===== src/rtl/stack_pkg.sv =====
// Shared constants and command encoding for the four-entry stack datapath.
// The command enum packs {push,pop} so a single case can decode the controller.
package stack_pkg;
    localparam int STACK_DEPTH  = 4;
    localparam int STACK_ADDR_W = 2;
    localparam int STACK_DATA_W = 8;
    localparam int STACK_CNT_W  = 3;

    typedef enum logic [1:0] {
        CMD_IDLE = 2'b00,
        CMD_PUSH = 2'b10,
        CMD_POP  = 2'b01,
        CMD_BOTH = 2'b11
    } cmd_e;

    function automatic cmd_e to_cmd(input logic push, input logic pop);
        return cmd_e'({push, pop});
    endfunction
endpackage


===== src/rtl/stack_store_if.sv =====
// Controller-to-storage bundle: commands and address in, read data and status out.
// The controller drives on the falling edge; storage samples on the rising edge.
interface stack_store_if #(
    parameter int DATA_W = 8,
    parameter int CNT_W  = 3
);
    logic              push;
    logic              pop;
    logic              A1;
    logic              A0;
    logic [DATA_W-1:0] Din;
    logic [DATA_W-1:0] Dout;
    logic              DoutValid;
    logic [DATA_W-1:0] Top;
    logic              TopValid;
    logic [CNT_W-1:0]  Count;
    logic              Full;
    logic              Empty;
    logic              OvfHit;
    logic              UnfHit;
    logic              AddrErr;
    logic              ProtoErr;

    modport master (
        output push, pop, A1, A0, Din,
        input  Dout, DoutValid, Top, TopValid, Count, Full, Empty,
               OvfHit, UnfHit, AddrErr, ProtoErr
    );

    modport slave (
        input  push, pop, A1, A0, Din,
        output Dout, DoutValid, Top, TopValid, Count, Full, Empty,
               OvfHit, UnfHit, AddrErr, ProtoErr
    );
endinterface


===== src/rtl/stack_cmd_check.sv =====
// Combinational command legality check against the storage's own occupancy.
// Zero latency; exactly one outcome flag is raised per non-idle command.
module stack_cmd_check
    import stack_pkg::*;
#(
    parameter int DEPTH = STACK_DEPTH,
    parameter int CNT_W = STACK_CNT_W
) (
    input  logic                    push,
    input  logic                    pop,
    input  logic [STACK_ADDR_W-1:0] addr,
    input  logic [CNT_W-1:0]        count,
    output logic                    accept_push,
    output logic                    accept_pop,
    output logic                    ovf,
    output logic                    unf,
    output logic                    addr_err,
    output logic                    proto_err
);
    cmd_e             cmd;
    logic [CNT_W-1:0] addr_ext;

    assign cmd      = to_cmd(push, pop);
    assign addr_ext = CNT_W'(addr);

    always_comb begin
        accept_push = 1'b0;
        accept_pop  = 1'b0;
        ovf         = 1'b0;
        unf         = 1'b0;
        addr_err    = 1'b0;
        proto_err   = 1'b0;
        case (cmd)
            CMD_BOTH: proto_err = 1'b1;
            // Saturation is checked before the address so a stale address while full is not an address fault.
            CMD_PUSH: begin
                if (count == CNT_W'(DEPTH))  ovf         = 1'b1;
                else if (addr_ext != count)  addr_err    = 1'b1;
                else                         accept_push = 1'b1;
            end
            CMD_POP: begin
                if (count == '0)                           unf        = 1'b1;
                else if (addr_ext != (count - CNT_W'(1)))  addr_err   = 1'b1;
                else                                       accept_pop = 1'b1;
            end
            default: ;
        endcase
    end
endmodule


===== src/rtl/stack_store.sv =====
// Storage end of the push/pop stack: entries, occupancy count, read register and error flags.
// Pop data appears one cycle after the accepting edge; Top reflects writes the cycle after acceptance.
module stack_store
    import stack_pkg::*;
#(
    parameter int DATA_W = STACK_DATA_W,
    parameter int DEPTH  = STACK_DEPTH,
    parameter int CNT_W  = STACK_CNT_W
) (
    input logic          Clk,
    input logic          Rst,
    stack_store_if.slave bus
);
    logic [STACK_ADDR_W-1:0] addr;
    logic [STACK_ADDR_W-1:0] top_idx;
    logic                    accept_push, accept_pop, ovf, unf, addr_err, proto_err;

    logic [DATA_W-1:0] mem_q [DEPTH];
    logic [DATA_W-1:0] mem_d [DEPTH];
    logic [CNT_W-1:0]  count_q, count_d;
    logic [DATA_W-1:0] dout_q, dout_d;
    logic              dout_vld_q, dout_vld_d;
    logic              ovf_q, ovf_d;
    logic              unf_q, unf_d;
    logic              addr_err_q, addr_err_d;
    logic              proto_err_q, proto_err_d;

    assign addr    = {bus.A1, bus.A0};
    assign top_idx = STACK_ADDR_W'(count_q - CNT_W'(1));

    stack_cmd_check #(
        .DEPTH (DEPTH),
        .CNT_W (CNT_W)
    ) u_cmd_check (
        .push        (bus.push),
        .pop         (bus.pop),
        .addr        (addr),
        .count       (count_q),
        .accept_push (accept_push),
        .accept_pop  (accept_pop),
        .ovf         (ovf),
        .unf         (unf),
        .addr_err    (addr_err),
        .proto_err   (proto_err)
    );

    always_comb begin
        mem_d       = mem_q;
        count_d     = count_q;
        dout_d      = dout_q;
        dout_vld_d  = accept_pop;
        ovf_d       = ovf;
        unf_d       = unf;
        addr_err_d  = addr_err_q | addr_err;
        proto_err_d = proto_err_q | proto_err;
        if (accept_push) begin
            mem_d[addr] = bus.Din;
            count_d     = count_q + CNT_W'(1);
        end
        // Popped entries stay in place; only the count moves.
        if (accept_pop) begin
            dout_d  = mem_q[addr];
            count_d = count_q - CNT_W'(1);
        end
    end

    always_ff @(posedge Clk or posedge Rst) begin
        if (Rst) begin
            for (int i = 0; i < DEPTH; i++) mem_q[i] <= '0;
            count_q     <= '0;
            dout_q      <= '0;
            dout_vld_q  <= 1'b0;
            ovf_q       <= 1'b0;
            unf_q       <= 1'b0;
            addr_err_q  <= 1'b0;
            proto_err_q <= 1'b0;
        end else begin
            mem_q       <= mem_d;
            count_q     <= count_d;
            dout_q      <= dout_d;
            dout_vld_q  <= dout_vld_d;
            ovf_q       <= ovf_d;
            unf_q       <= unf_d;
            addr_err_q  <= addr_err_d;
            proto_err_q <= proto_err_d;
        end
    end

    assign bus.Dout      = dout_q;
    assign bus.DoutValid = dout_vld_q;
    assign bus.Top       = (count_q == '0) ? '0 : mem_q[top_idx];
    assign bus.TopValid  = (count_q != '0);
    assign bus.Count     = count_q;
    assign bus.Full      = (count_q == CNT_W'(DEPTH));
    assign bus.Empty     = (count_q == '0);
    assign bus.OvfHit    = ovf_q;
    assign bus.UnfHit    = unf_q;
    assign bus.AddrErr   = addr_err_q;
    assign bus.ProtoErr  = proto_err_q;
endmodule


===== src/flat_wrapper.sv =====
// flat-port wrapper written by rule: the top's interface ports become plain ports
module stack_store_flat import stack_pkg::*;
#(
    parameter int DATA_W = STACK_DATA_W,
    parameter int DEPTH  = STACK_DEPTH,
    parameter int CNT_W  = STACK_CNT_W
)
  (Clk, Rst, bus_push, bus_pop, bus_A1, bus_A0, bus_Din, bus_Dout, bus_DoutValid, bus_Top, bus_TopValid, bus_Count, bus_Full, bus_Empty, bus_OvfHit, bus_UnfHit, bus_AddrErr, bus_ProtoErr);
  stack_store_if #(.DATA_W(DATA_W), .CNT_W(CNT_W)) bus_i ();
  input logic Clk;
  input logic Rst;
  input wire logic [$bits(bus_i.push)-1:0] bus_push;
  input wire logic [$bits(bus_i.pop)-1:0] bus_pop;
  input wire logic [$bits(bus_i.A1)-1:0] bus_A1;
  input wire logic [$bits(bus_i.A0)-1:0] bus_A0;
  input wire logic [$bits(bus_i.Din)-1:0] bus_Din;
  output wire logic [$bits(bus_i.Dout)-1:0] bus_Dout;
  output wire logic [$bits(bus_i.DoutValid)-1:0] bus_DoutValid;
  output wire logic [$bits(bus_i.Top)-1:0] bus_Top;
  output wire logic [$bits(bus_i.TopValid)-1:0] bus_TopValid;
  output wire logic [$bits(bus_i.Count)-1:0] bus_Count;
  output wire logic [$bits(bus_i.Full)-1:0] bus_Full;
  output wire logic [$bits(bus_i.Empty)-1:0] bus_Empty;
  output wire logic [$bits(bus_i.OvfHit)-1:0] bus_OvfHit;
  output wire logic [$bits(bus_i.UnfHit)-1:0] bus_UnfHit;
  output wire logic [$bits(bus_i.AddrErr)-1:0] bus_AddrErr;
  output wire logic [$bits(bus_i.ProtoErr)-1:0] bus_ProtoErr;
  assign bus_i.push = bus_push;
  assign bus_i.pop = bus_pop;
  assign bus_i.A1 = bus_A1;
  assign bus_i.A0 = bus_A0;
  assign bus_i.Din = bus_Din;
  assign bus_Dout = bus_i.Dout;
  assign bus_DoutValid = bus_i.DoutValid;
  assign bus_Top = bus_i.Top;
  assign bus_TopValid = bus_i.TopValid;
  assign bus_Count = bus_i.Count;
  assign bus_Full = bus_i.Full;
  assign bus_Empty = bus_i.Empty;
  assign bus_OvfHit = bus_i.OvfHit;
  assign bus_UnfHit = bus_i.UnfHit;
  assign bus_AddrErr = bus_i.AddrErr;
  assign bus_ProtoErr = bus_i.ProtoErr;
  stack_store #(.DATA_W(DATA_W), .DEPTH(DEPTH), .CNT_W(CNT_W)) u_core (.Clk(Clk), .Rst(Rst), .bus(bus_i));
endmodule

===== config.mk =====
export PLATFORM = sky130hd
export DESIGN_NAME = stack_store_flat
export DESIGN_NICKNAME = d
export VERILOG_FILES = /design/src/rtl/stack_pkg.sv /design/src/rtl/stack_store_if.sv /design/src/rtl/stack_cmd_check.sv /design/src/rtl/stack_store.sv /design/src/flat_wrapper.sv
export SDC_FILE = /design/constraint.sdc
export NUM_CORES = 1
export LEC_CHECK = 0
export CAP_MARGIN = 40
export CORE_ASPECT_RATIO = 0.75
export CORE_MARGIN = 10
export CORE_UTILIZATION = 45
export DETAILED_ROUTE_END_ITERATION = 6
export PLACE_DENSITY = 0.72
export SKIP_CTS_REPAIR_TIMING = 1
export SLEW_MARGIN = 20
export SYNTH_ARGS = -nofsm -noshare
export SYNTH_HDL_FRONTEND = slang
export SYNTH_SLANG_ARGS = --single-unit

===== constraint.sdc =====
create_clock -name Clk -period 2.61 [get_ports Clk]
set_clock_uncertainty 0.2 [all_clocks]
set_input_delay 0.522 -clock Clk [delete_from_list [all_inputs] [get_ports Clk]]
set_output_delay 0.522 -clock Clk [all_outputs]
set_load 0.005 [all_outputs]

# [Yosys cells after proc, flatten, opt, wreduce, memory -nomap -nowiden]
# Cells that the tools add are included.
[totals] register_bits=48 latchBits=0 ram_bits=0 rom_bits=0 input_bits=14 output_inout_bits=27 elab_cells=58 memories=0
[op_classes] add_sub_neg=2 mul=0 n_div=0 magnitude_cmp=3 n_eq_ne=6 shift=0 n_mux=28 n_bitwise=4 n_reduce_logical=4
[ops] operator="$mux 8" count=6
[ops] operator="$bmux 8 s2" count=2
[ops] operator="$bwmux 32" count=1
[ops] operator="$demux 8 s2" count=1
[ops] operator="$mux 1" count=15
[ops] operator="$ge 3x3->1 const B" count=2
[ops] operator="$mux 3" count=2
[ops] operator="$ne 2x3->1" count=2
[ops] operator="$not 2->3" count=2
[ops] operator="$eq 2x2->1 const B" count=2
[ops] operator="$add 3x1->3 const B" count=1
[ops] operator="$eq 3x3->1 const B" count=1
[ops] operator="$logic_not 3->1" count=1
[ops] operator="$lt 3x1->1 const B" count=1
[ops] operator="$reduce_bool 3->1" count=1
[ops] operator="$sub 3x1->3 const B" count=1
[ops] operator="$eq 2x1->1 const B" count=1
[ops] operator="$or 1x1->1" count=2
[ops] operator="$pmux 1 s2" count=1
[ops] operator="$reduce_bool 2->1" count=1
[ops] operator="$logic_and 1x1->1" count=1

# [Longest topological paths before layout]
# Gate-level depths: netlist (run 1).
[logic_depth] depth_word=6 mapped_depth=9 ltp_nobuf=6

# [Hierarchy]
# Synthesis (run 1) repeated with hierarchy kept, for this count alone.
[unflattened] hier_cells=188 area_unflattened_um2=2528.7
[by_module_without_submodules] mod="stack_store" instances=1 cells_per_inst=163 area_each_um2=2338.5 seq_area_each_um2=1201.2
[by_module_without_submodules] mod="stack_cmd_check" instances=1 cells_per_inst=25 area_each_um2=190.2 seq_area_each_um2=0.0

# [Worst setup path after synthesis (run 1)]
# Ideal clock, no wire load.
[synth_path] kind="reg2reg" startpoint="reg u_core.count_q[0] (netlist: u_core.bus.Count[0])" endpoint="reg u_core.dout_q[0] (netlist: u_core.bus.Dout[0])" setup_time_ps=125 arrival_ps=2287 required_ps=2285 setup_slack_ps=-1 path_stages_with_launch=10 path_buffers=3 period_less_slack_ps=2611 path_cell_list="dfrtp_1 buf_2 inv_1 ha_1 buf_6 xnor2_1 or3_4 nor2_2 buf_6 mux2_2"
[synth_between] elab_chain_len=5 word_cells_on_any_way=6 cone_classes="add/sub (1); eq/ne (1); mux (3); reduce/logical (1)"
[synth_rtl] item="start, declared" line_no="stack_store.sv:20" rtl="logic [CNT_W-1:0] count_q, count_d;"
[synth_rtl] item="start signal, assigned" line_no="stack_store.sv:79" rtl="count_q <= count_d;"
[synth_rtl] item="$sub 3x1->3" line_no="stack_cmd_check.sv:43" rtl="else if (addr_ext != (count - CNT_W'(1))) addr_err = 1'b1;"
[synth_rtl] item="$ne 2x3->1" line_no="stack_cmd_check.sv:43"
[synth_rtl] item="$mux 1" line_no="stack_cmd_check.sv:43"
[synth_rtl] item="$mux 1 *" line_no="stack_cmd_check.sv:42" rtl="if (count == '0) unf = 1'b1;"
[synth_rtl] item="$mux 1 *" line_no="stack_cmd_check.sv:33" rtl="case (cmd)"
[synth_rtl] item="via u_core.accept_pop" line_no="stack_store.sv:16" rtl="logic accept_push, accept_pop, ovf, unf, addr_err, proto_err;"
[synth_rtl] item="end signal, assigned" line_no="stack_store.sv:80" rtl="dout_q <= dout_d;"
[synth_rtl] item="end, declared" line_no="stack_store.sv:21" rtl="logic [DATA_W-1:0] dout_q, dout_d;"
# Mark *: on every way through the listed nets, which the timed path passes. The rest lies on a longest branch.
# A chain may end at the register's enable or synchronous reset.

# [Final worst setup path (run 1)]
[layout_path] startpoint="reg u_core.count_q[0] (netlist: u_core.bus.Count[0])" endpoint="out bus_Top[7]"
[layout_between] elab_chain_len=6 word_cells_on_any_way=7 cone_classes="add/sub (1); mux (4); bitwise (1); reduce/logical (1)"
[layout_rtl] item="$sub 3x1->3"
[layout_rtl] item="$not 2->3 (not written as such)" line_no="stack_store.sv:91" rtl="assign bus.Top = (count_q == '0) ? '0 : mem_q[top_idx];"
[layout_rtl] item="$bmux 8 s2" line_no="stack_store.sv:91"
[layout_rtl] item="$mux 8 (not written as such) (2 in series)" line_no="stack_store.sv:91"
[layout_rtl] item="$mux 8 *" line_no="stack_store.sv:91"
[layout_rtl] item="end, declared" line_no="flat_wrapper.sv:19" rtl="output wire logic [$bits(bus_i.Top)-1:0] bus_Top;"
# Mark *: on every way between the ends. The rest lies on a longest branch, timed or not. The select of a mux whose other input is x is not followed.

==> run metrics, run 1 <==
CP startpoint u_core.bus.Count[0]; maximum resistive drop on vdd 0.460 mV; DIE AREA 0.00877 mm^2; GR Overflow Total 0; dominant synthesized flop cell dfrtp_1; GP Congestion 0.780; drt first pass iters 4; starting DRC count in detailed routing 87; Root Driver clkbuf_8; number of synthesized flops with an enable pin 0; RR Endpoint u_core.bus.Dout[1]; commonest non-fill, non-tap cells in the layout dfrtp_1, mux2_2, clkdlybuf4s50_1; number of global-route vias before repair 1819; fill count 433; fmax 0.381 GHz; share of layout cells above drive strength 1 0.446; post-DR wirelength/cell 19.5 um; clk sinks 48; Non-Filler Instances 306; number of CTS-inserted buffers 5; clock latency on the worst-skew pair 300 ps; failing checks negative setup slack; share of flip-flops with an asynchronous set or reset 1.00; Worst EP required 1890 ps; CTS tree done; max layer used met4; DIE HEIGHT 83.6 um; RSZ-0062 raised after global routing true; #FFs+latches synth 48; Multi-input gate area 0.00118 mm^2; Worst Setup End Kind output pin; Final Util 0.604; power per cell area 1100 mW/mm^2; Slew @ Worst Pin 499 ps; post-synthesis sequential area ratio 0.494; core footprint 0.00530 mm^2; Worst Hold Margin 289 ps; Unique masters post-synth 27; DRC 0; DRT Wirelength 5960 um; fin. max-slew vios 0; port bufs 40; Syn. warnings 0; CP Max Fanout 7; Worst R2R Path Depth 8; Vias 1599; first-pass GRT wire length 9930 um; Routed met2 length 3070 um; Initial Util 0.459; Rows 23; clock slew at reported path FFs 80 ps; Setup WS pre-CTS -103 ps; final setup margin -17.0 ps; Final #Nets 250; count of max-cap constraint violations 0; Die Wd 105 um; net count after synthesis 186; area delta synth->final 31.7%; Post-DRT Antenna Nets 0; Placed Instances 298; FF-to-FF Start u_core.bus.Count[1]; Post-DP HPWL 4450 um; clock tree buffer depth 2; via-per-instance ratio 5.23; CP Capture Point bus_Top[7]; CP startpoint kind flop; Setup-failing EPs final 1; Syn Area/Cell 14.6 um^2; Setup CP Type reg -> out; Reg area 0.00120 mm^2; mapped cell area 0.00243 mm^2; # diodes 0; gr usage total 0.141; initial antenna violation count 0; H-tree levels 2; Hold Path Class reg -> reg; status complete, but fails checks; DRT met1 WL 2490 um; met3 wire length 310 um; commonest non-fill, non-tap cell in the layout dfrtp_1; Reg2Reg Setup Slack 300 ps; Tmin final 2630 ps; pin count of the biggest net entering global routing 28; Final Hold Fails 0; Rel. slew slack 0.667; Cells after Synth 166; period utilisation layout 1.01; CP arrival 1900 ps; io pins 41; static leakage 1.48 nW
power breakdown:
part / total (mW) / switching (mW) / internal, mW
registers: 1.25 / 0.216 / 1.04
clock network: 0.452 / 0.236 / 0.216
logic: 1.82 / 0.656 / 1.16
critical path: stages (launching register included):
cell     delay (ps)
dfrtp_1         370
inv_2            60
ha_4            270
buf_12          130
mux4_2          510
and2_4          150
buf_6           110
area by class of cell:
cell class              count  share of cell area
inverters                   7             0.00821
well taps                  75              0.0293
multi-input cells         104               0.368
clock buffers               8              0.0282
repair buffers             64               0.191
flip-flops and latches     48               0.375
state kept, by name (all words and copies together), names as in the netlist:
signal,count
u_core.mem_q,32
u_core.bus.Dout,8
u_core.bus.Count,3
u_core.bus.AddrErr,1
u_core.bus.DoutValid,1
u_core.bus.OvfHit,1
u_core.bus.ProtoErr,1
u_core.bus.UnfHit,1
cell usage after synthesis, types with 2 or more instances:
cell | number | area, um^2
nand2_1 | 3 | 11.3
xnor2_1 | 4 | 35.0
buf_2 | 3 | 15.0
ha_1 | 6 | 75.1
buf_6 | 2 | 22.5
nor2_2 | 3 | 18.8
mux4_2 | 16 | 360
a211o_1 | 2 | 17.5
nor2_1 | 5 | 18.8
inv_1 | 7 | 26.3
dfrtp_1 | 48 | 1200
and2_1 | 10 | 62.6
clkbuf_1 | 2 | 7.51
mux2_2 | 40 | 450
nand3_1 | 3 | 15.0
per-layer routing:
layer,global-route usage,up-vias
met5,0,-
met4,0.0348,0
met3,0.0440,13
met2,0.248,40
met1,0.162,812
li1,-,734
kinds of logic (layout without fill, tap and decap cells):
group,Yosys count,in the layout,synth area share
AO/OA/AOI/OAI,5,5,0.0170
XOR/XNOR,5,5,0.0180
adder cells (fa/ha/maj),6,6,0.0309
buffers and inverters,14,79,0.0294
flip-flops,48,48,0.494
multiplexers,56,56,0.334
AND/OR/NAND/NOR,32,32,0.0767
worst min path at each step:
stage                                   start                  end  slack, ps  cells after the start
after detailed placement   u_core.bus.AddrErr   u_core.bus.AddrErr        270                      1
after global placement     u_core.bus.AddrErr   u_core.bus.AddrErr        250                      1
after floorplan            u_core.bus.AddrErr   u_core.bus.AddrErr        260                      1
after CTS                  u_core.bus.AddrErr   u_core.bus.AddrErr        280                      1
after global routing       u_core.bus.AddrErr   u_core.bus.AddrErr        300                      1
final                     u_core.bus.ProtoErr  u_core.bus.ProtoErr        290                      1
stage by stage:
step	power, mW	instance area, um^2	TNS [ps]
6_report	3.52	3200	-17.0
2_1_floorplan	2.22	2430	0
5_1_grt	3.77	3200	-399
4_1_cts	3.55	3190	-3210
3_3_place_gp	3.00	3100	-294
3_5_place_dp	3.09	3100	-983
(Power assumes the default switching activity.)
==> inputs of run 2 (changes only) <==
--- a/config.mk
+++ b/config.mk
@@ -6,7 +6,7 @@
 export NUM_CORES = 1
 export LEC_CHECK = 0
 export CAP_MARGIN = 40
-export CORE_ASPECT_RATIO = 0.75
+export CORE_ASPECT_RATIO = 1.1
 export CORE_MARGIN = 10
 export CORE_UTILIZATION = 45
 export DETAILED_ROUTE_END_ITERATION = 6
==> run 2 against run 1 <==
The run still ends with negative setup slack left. Largest cell class unchanged. Setup slack worse by 100 ps. Total power is 0.34% lower. Combinational power is 2% higher. Critical endpoint unchanged. Clock power is 7.7% lower. First-iteration DRC count is 11% higher. Global-route usage is 1.3 points lower.
==> run metrics, run 2 (synthesized netlist as in run 1, its figures left out) <==
CP max-delay cell mux4_2 (unchanged); share of layout cells above drive strength 1 0.462 (was 0.446); final setup margin -118 ps (was -17.0 ps); starting DRC count in detailed routing 97 (was 87); post-DR wirelength/cell 17.9 um (was 19.5 um); worst hold path depth 1 (unchanged); M1 GR Usage 0.158 (was 0.162); clock slew at reported path FFs 80 ps (about the same); Rows 28 (was 23); via-per-instance ratio 5.20 (was 5.23); number of global-route vias before repair 1711 (was 1819); power per cell area 1090 mW/mm^2 (was 1100 mW/mm^2); GP Congestion 0.757 (was 0.780); Final Hold Fails 0 (unchanged); Setup CP Type reg -> out (unchanged); H-tree levels 2 (unchanged); Hold Path Class reg -> reg (unchanged); Internal Power 2.41 mW (about the same); Worst path max stage delay 490 ps (was 510 ps); Vias 1608 (was 1599); initial antenna violation count 0 (unchanged); Switching Share 0.312 (was 0.315); Final #Nets 254 (was 250); # diodes 0 (unchanged); Slew @ Worst Pin 355 ps (was 499 ps); Post-DRT Antenna Nets 0 (unchanged); failing checks negative setup slack (unchanged); Placed Instances 299 (was 298); max reg flops 32 (unchanged); CP Max Fanout 5 (was 7); clock network fraction of total power 0.119 (was 0.128); gr usage total 0.128 (was 0.141); Logic pwr share 0.529 (was 0.516); clock tree buffer depth 2 (unchanged); status complete, but fails checks (unchanged); maximum resistive drop on vdd 0.447 mV (was 0.460 mV); CP startpoint kind flop (unchanged); Non-Filler Instances 309 (was 306); register bank with the most flops u_core.mem_q (unchanged); core footprint 0.00533 mm^2 (was 0.00530 mm^2); total power draw 3.51 mW (was 3.52 mW); CP Cell Sequence inv_2 -> ha_4 -> buf_4 -> buf_6 -> mux4_2 -> and2_1 -> clkbuf_2 (was inv_2 -> ha_4 -> buf_12 -> mux4_2 -> and2_4 -> buf_6); CTS tree done (unchanged); Post-DP HPWL 4120 um (was 4450 um); area delta synth->final 32.2% (was 31.7%); clk sinks 48 (unchanged); pin count of the biggest net entering global routing 49 (was 28); Tmin final 2730 ps (was 2630 ps); first-pass GRT wire length 8980 um (was 9930 um); DRC 0 (unchanged); met3 GRT Util 0.0301 (was 0.0440); Rel. slew slack 0.763 (was 0.667); Worst Hold Margin 265 ps (was 289 ps); M2 GR Usage 0.214 (was 0.248); GR Overflow Total 0 (unchanged); io pins 41 (unchanged); Root Driver clkbuf_8 (unchanged); static leakage 1.50 nW (was 1.48 nW); RSZ-0062 raised after global routing true (unchanged); Setup WS pre-CTS -110 ps (was -103 ps); drt first pass iters 4 (unchanged); Setup-failing EPs final 2 (was 1); port bufs 40 (unchanged); commonest non-fill, non-tap cells in the layout dfrtp_1, mux2_2, clkdlybuf4s50_1 (unchanged); DIE HEIGHT 97.1 um (was 83.6 um); fin. max-slew vios 0 (unchanged); fmax 0.367 GHz (was 0.381 GHz); DIE AREA 0.00874 mm^2 (was 0.00877 mm^2); number of CTS-inserted buffers 5 (unchanged); CP arrival 2010 ps (was 1900 ps); Die Wd 90.1 um (was 105 um); P_sw 1.09 mW (was 1.11 mW); period utilisation layout 1.05 (was 1.01); Flop pwr share 0.353 (was 0.355); clock latency on the worst-skew pair 300 ps (about the same); commonest non-fill, non-tap cell in the layout dfrtp_1 (unchanged); Worst Setup End Kind output pin (unchanged); layer with the highest usage met2 (unchanged); Worst R2R Path Depth 10 (was 8); Initial Util 0.456 (was 0.459); DRT Wirelength 5550 um (was 5960 um); Worst EP required 1890 ps (about the same); count of max-cap constraint violations 0 (unchanged)
[run 2: worst max-delay path: cells and delay by family (launching register included)]
kind / cells / cell delay (ps)
mux: 1 / 490
flops: 1 / 390
buf+inv: 4 / 380
fa+ha+maj: 1 / 280
simple gates: 1 / 160
[run 2: path summary, 6_finish.rpt]
check	start	end	slack [ps]
min reg2reg	u_core.bus.AddrErr	u_core.bus.AddrErr	270
max	u_core.bus.Count[0]	bus_Top[7]	-120
max reg2reg	u_core.bus.Count[0]	u_core.bus.Dout[0]	80
min in group asynchronous	Rst	u_core.bus.Dout[6]	380
max in group asynchronous	Rst	u_core.mem_q[29]	1610
min	u_core.bus.AddrErr	u_core.bus.AddrErr	270
[run 2: layout make-up]
cell class,count,area [um^2]
Timing Repair Buffer,68,629
Clock buffer,6,72.6
Fill cell,447,2110
Inverter,7,26.3
Tap cell,75,93.8
Clock inverter,1,5.00
Sequential cell,48,1200
Multi-Input combinational cell,104,1180
[run 2: metal layers]
metal / vias to the layer above / part of all wire
met5: - / 0
met4: 0 / 0.012
met3: 7 / 0.045
met1: 820 / 0.45
met2: 36 / 0.49
li1: 745 / -
[run 2: power by group through the flow]
stage | logic (mW) | clock network (mW) | registers (mW)
global placement | 1.75 | 0 | 1.22
floorplan | 1.02 | 0 | 1.20
finish | 1.86 | 0.417 | 1.24
detailed placement | 1.80 | 0 | 1.25
global route | 2.01 | 0.457 | 1.28
CTS | 1.81 | 0.430 | 1.23
[run 2: stage by stage]
step	TNS [ps]	utilization	cell area, um^2
2_1_floorplan	0	-	2430
4_1_cts	-2800	0.595	3170
5_1_grt	-451	0.603	3210
3_5_place_dp	-1180	0.581	3090
6_report	-235	0.603	3210
3_3_place_gp	-355	0.581	3090
